`src/rtl/calc_sequencer.sv`:
```
// Calculator sequencer: latches operands/op, runs the ALU, captures result.
// Optional CALC_CHAIN_EN: EXE in S_RES chains the result into operand A.
module calc_sequencer #(
    parameter int WIDTH    = 16,
    parameter int OPW      = 5,
    parameter int OP_COUNT = 8,
    parameter int ALU_LAT  = 2
) (
    input  logic             clk,
    input  logic             rst,
    input  logic             EXE,
    input  logic             CLR,
    input  logic             CE,
    input  logic [WIDTH-1:0] op,
    input  logic [WIDTH-1:0] alu_result,
    output logic [2:0]       state,
    output logic             rst_s,
    output logic             alu_start,
    output logic [WIDTH-1:0] reg_a,
    output logic [WIDTH-1:0] reg_b,
    output logic [OPW-1:0]   reg_op,
    output logic [WIDTH-1:0] result,
    output logic             result_valid
);

    typedef enum logic [2:0] {
        S_A    = 3'd0,
        S_B    = 3'd1,
        S_OP   = 3'd2,
        S_CALC = 3'd3,
        S_RES  = 3'd4
    } state_t;

    localparam int CW = (ALU_LAT > 1) ? $clog2(ALU_LAT) : 1;
    localparam logic [CW-1:0] LAST = CW'(ALU_LAT - 1);

    state_t           st, nxt_st;
    logic [CW-1:0]    cnt, nxt_cnt;
    logic [WIDTH-1:0] nxt_a, nxt_b, nxt_res;
    logic [OPW-1:0]   nxt_op;
    logic             nxt_rst_s, nxt_start, nxt_valid;
    logic             clr_all;
    logic             op_ok;

    assign op_ok = 32'(op[OPW-1:0]) < OP_COUNT;
    assign state = st;

    always_comb begin
        nxt_st    = st;
        nxt_cnt   = cnt;
        nxt_a     = reg_a;
        nxt_b     = reg_b;
        nxt_op    = reg_op;
        nxt_res   = result;
        nxt_rst_s = 1'b0;
        nxt_start = 1'b0;
        clr_all   = CLR;
        unique case (st)
            S_A: begin
                if (CE) begin
                    nxt_rst_s = 1'b1;
                end else if (EXE) begin
                    nxt_a     = op;
                    nxt_rst_s = 1'b1;
                    nxt_st    = S_B;
                end
            end
            S_B: begin
                if (CE) begin
                    nxt_rst_s = 1'b1;
                end else if (EXE) begin
                    nxt_b     = op;
                    nxt_rst_s = 1'b1;
                    nxt_st    = S_OP;
                end
            end
            S_OP: begin
                if (CE) begin
                    nxt_rst_s = 1'b1;
                end else if (EXE && op_ok) begin
                    nxt_op    = op[OPW-1:0];
                    nxt_rst_s = 1'b1;
                    nxt_start = 1'b1;
                    nxt_cnt   = '0;
                    nxt_st    = S_CALC;
                end
            end
            S_CALC: begin
                if (cnt == LAST) begin
                    nxt_res = alu_result;
                    nxt_cnt = '0;
                    nxt_st  = S_RES;
                end else begin
                    nxt_cnt = cnt + CW'(1);
                end
            end
            S_RES: begin
                if (EXE && !CE) begin
`ifdef CALC_CHAIN_EN
                    nxt_a     = result;
                    nxt_b     = '0;
                    nxt_rst_s = 1'b1;
                    nxt_st    = S_B;
`else
                    clr_all   = 1'b1;
`endif
                end
            end
            default: begin
                nxt_st    = S_A;
                nxt_rst_s = 1'b1;
            end
        endcase
        // CLR (or unchained EXE in S_RES) wins over anything decided above
        if (clr_all) begin
            nxt_st    = S_A;
            nxt_cnt   = '0;
            nxt_a     = '0;
            nxt_b     = '0;
            nxt_op    = '0;
            nxt_res   = '0;
            nxt_rst_s = 1'b1;
            nxt_start = 1'b0;
        end
        nxt_valid = (nxt_st == S_RES);
    end

    always_ff @(posedge clk) begin
        if (rst) begin
            st           <= S_A;
            cnt          <= '0;
            reg_a        <= '0;
            reg_b        <= '0;
            reg_op       <= '0;
            result       <= '0;
            rst_s        <= 1'b0;
            alu_start    <= 1'b0;
            result_valid <= 1'b0;
        end else begin
            st           <= nxt_st;
            cnt          <= nxt_cnt;
            reg_a        <= nxt_a;
            reg_b        <= nxt_b;
            reg_op       <= nxt_op;
            result       <= nxt_res;
            rst_s        <= nxt_rst_s;
            alu_start    <= nxt_start;
            result_valid <= nxt_valid;
        end
    end

endmodule

```
`config.mk`:
```
export PLATFORM = sky130hd
export DESIGN_NAME = calc_sequencer
export DESIGN_NICKNAME = d
export VERILOG_FILES = /design/src/rtl/calc_sequencer.sv
export SDC_FILE = /design/constraint.sdc
export NUM_CORES = 1
export LEC_CHECK = 0
export ABC_CLOCK_PERIOD_IN_PS = 2200
export BUFFER_PORTS_ARGS = -buffer_cell sky130_fd_sc_hd__buf_2
export CORE_UTILIZATION = 45
export DETAILED_ROUTE_END_ITERATION = 16
export MAX_ROUTING_LAYER = met4
export PLACE_DENSITY = 0.87
export SLEW_MARGIN = 10
export SYNTH_ARGS = -nofsm -noshare
export SYNTH_HDL_FRONTEND = slang
export SYNTH_SLANG_ARGS = --single-unit
```
`constraint.sdc`:
```
create_clock -name clk -period 2.2 [get_ports clk]
set_clock_uncertainty 0.05 [all_clocks]
set_input_delay 0.11 -clock clk [delete_from_list [all_inputs] [get_ports clk]]
set_output_delay 0.11 -clock clk [all_outputs]
set_load 0.03 [all_outputs]
```
==> flow_summary.toml <==
[status]
outcome = "complete, no violations"

[synth]
ys_types = 30
synth_simple_gate_area_share_pct = 25.0
synth_mux_area_share_pct = 1.38
yosysSeqAreaShare_pct = 55.3
ys_ff_latch = 60
syn_nets = 303
synth-adder-area-share_pct = 0
synth_compound_area_share_pct = 14.7
netlist_instances = 266
synth-edff-count = 0
ys_async_sr_fraction_pct = 0
netlist_area_sq_mm = 0.00217
synth_xor_area_share_pct = 0.403
avgSynthCellArea_sq_um = 8.17
ys.flop_type = "dfxtp_1"
yosysWarningCount = 0
synth_top_family_by_area = "simple AND/OR/NAND/NOR gates"

[cts]
cts_buffers = 9
post_cts_resized = 0
htreeDepth = 3
cts.path.max_buffers = 2
cts_sinks = 60
hold_buffers = 34
cts_setup_buffers = 0
cts_root_buf = "clkbuf_8"
worst_skew_pair.late_latency_ns = 0.32
cts_tree = "built"
clkTransAtPathRegs_ns = 0.07

[routing]
num_vias = 2293
wl_mm = 6.14
wl_per_cell_microns = 13.6
post-route-drc-count = 0
drtAntennaViolNets = 0
drt-initial-drc-count = 139
viasPerCell = 5.07
firstDrtPassIters = 4

[timing]
rsz0062_at_grt = "false"
clock.fmax_mhz = 503
worst_pin_slew_ns = 0.701
finalCriticalPeriod_ns = 1.99
fin_hold_ws_ns = 0.198
max-slew-margin-rel_pct = 53.1
setup_viol = 0
min_period_over_period_pct = 90.4
finalSetupTns_ns = 0
hold_viol = 0
maxSlewViolCount = 0

[grt]
grt_max_degree = 55
grt_pass1_wl_mm = 9.40
grt_pass1_vias = 2064
grt_use_total_pct = 24.9
grt.overflow.total = 0
antenna_found_initial = 0

[placement]
place_congestion = 0.842
portBuffers = 95
dpl.hpwl_mm = 3.72

[floorplanning]
core_area_sq_mm = 0.00450
start_util_pct = 48.2
num_rows = 24
ioPinCount = 96
dieArea_sq_mm = 0.00511
die_w_microns = 71.5
die_height_microns = 71.5

[power]
p_leak_uw = 0.00144
p_per_area_mw_per_mm2 = 724
clkPwrFrac_pct = 45.6
p_sw_share_pct = 21.9
power_switching_uw = 519
seqPwrFrac_pct = 46.6
p_int_uw = 1850
vdd_drop_max_mv = 0.421
pwr-share-comb_pct = 7.8

[final_layout]
final_common_cell = "nand2_1"
fillers = 345
nets = 433
antennaDiodeCount = 0
drive_gt1_share_pct = 30.0
layout_common_cells = "98 x nand2_1, 95 x buf_2, 60 x dfxtp_1"
area_growth_pct = 50.5

[critical_path]
critPathBufInv = 2
r2r_end = "reg_a[7]"
start_kind = "primary input"
critical-path-top-delay-family = "simple AND/OR/NAND/NOR gates"
cp.arrival_ns = 2.21
path_max_fanout = 8
rrSetupSlack_ns = 0.37
path_class = "primary input to register"
crit_slowest_cell = "or4b_1"
r2r_cells = 4
cp-end-kind = "register"
cp.required_ns = 2.42
timing.rr.start = "state[1]"
critical-path-max-stage-delay_ns = 0.70
crit_chain = "dlygate4sd3_1 -> buf_2 -> or3b_1 -> or4b_1 -> o311ai_1 -> and3_1"

[min_path]
worstHoldPathType = "primary input to register"
hold_end = "rst_s"
holdCritStartpoint = "CE"
hold_path_depth = 4

[job]
max-cap-violations = 0
## metal layers
| metal | GRT usage [%] | vias to the layer above | share of wire (%) | wire (microns) |
|---|---|---|---|---|
| li1 | - | 1138 | - | - |
| met1 | 26.8 | 1055 | 39 | 2420 |
| met2 | 43.6 | 92 | 53 | 3260 |
| met3 | 6.47 | 8 | 6.1 | 374 |
| met4 | 10.7 | 0 | 1.4 | 83 |
| met5 | - | - | 0 | 0 |
## synthesized netlist by cell type, drive strengths merged, types with 2 or more instances
cell type | n | share of area [%]
nor2 | 7 | 1.2
inv | 2 | 0.35
nor3 | 3 | 0.92
o21a | 2 | 0.69
a21oi | 51 | 12
dfxtp | 60 | 55
nand4 | 2 | 0.58
nor4 | 2 | 0.86
buf | 3 | 0.69
nand2b | 3 | 0.86
o31ai | 2 | 0.92
or3 | 2 | 0.58
and3 | 3 | 0.86
nand2 | 98 | 17
mux2i | 3 | 1.4
clkbuf | 13 | 2.2
## per-stage QoR
stage	area, sq um	std cells	setup WS (ns)	total power (uW)	util [%]
final	3270	452	0.212	2370	72.6
after global routing	3270	452	0.132	2460	72.6
after CTS	3270	452	0.232	2380	72.6
after detailed placement	2720	403	0.373	1260	60.3
after global placement	2720	403	0.413	1260	60.3
after floorplan	2170	266	0.343	1200	-
## worst min-delay path, delay by kind of cell
kind	cells	cell delay (ns)
AOI/OAI and AO/OA	1	0.06
buffers and inverters	1	0.18
and+or+nand+nor	2	0.16
## how the worst max path moves through the flow
stage	startpoint	end	depth (start not counted)	slack [ns]
after floorplan	state[2]	alu_start	5	0.34
after global placement	state[1]	reg_a[0]	4	0.41
after detailed placement	state[1]	reg_a[8]	4	0.37
after CTS	op[3]	state[0]	6	0.23
after global routing	op[3]	reg_op[2]	6	0.13
final	op[3]	state[0]	6	0.21
## logic make-up (layout without fill, tap and decap cells)
| group | count (synthesis) | after routing |
|---|---|---|
| XOR/XNOR | 1 | 1 |
| AND/OR/NAND/NOR | 125 | 125 |
| AO/OA/AOI/OAI | 59 | 59 |
| flip-flops | 60 | 60 |
| multiplexers | 3 | 3 |
| buffers and inverters | 18 | 152 |
## sequential cells by signal (all words and copies together) (netlist names)
signal,count
reg_a,16
reg_b,16
cnt,1
alu_start,1
result_valid,1
result,16
state,3
rst_s,1
reg_op,5
## area by class of cell
type,count,area [sq um],area share [%]
Clock buffer,11,141,4.32
Clock inverter,4,73.8,2.26
Inverter,2,7.51,0.229
Multi-Input combinational cell,188,910,27.8
Sequential cell,60,1200,36.7
Tap cell,52,65.1,1.99
Timing Repair Buffer,135,873,26.7
## power by group through the flow
stage,logic [uW],clock network (uW),registers (uW)
2_1_floorplan,51.5,0,1140
3_3_place_gp,134,0,1130
3_5_place_dp,136,0,1130
4_1_cts,183,1090,1100
5_1_grt,200,1150,1100
6_report,186,1080,1100
Power figures use the tool's default switching activity.
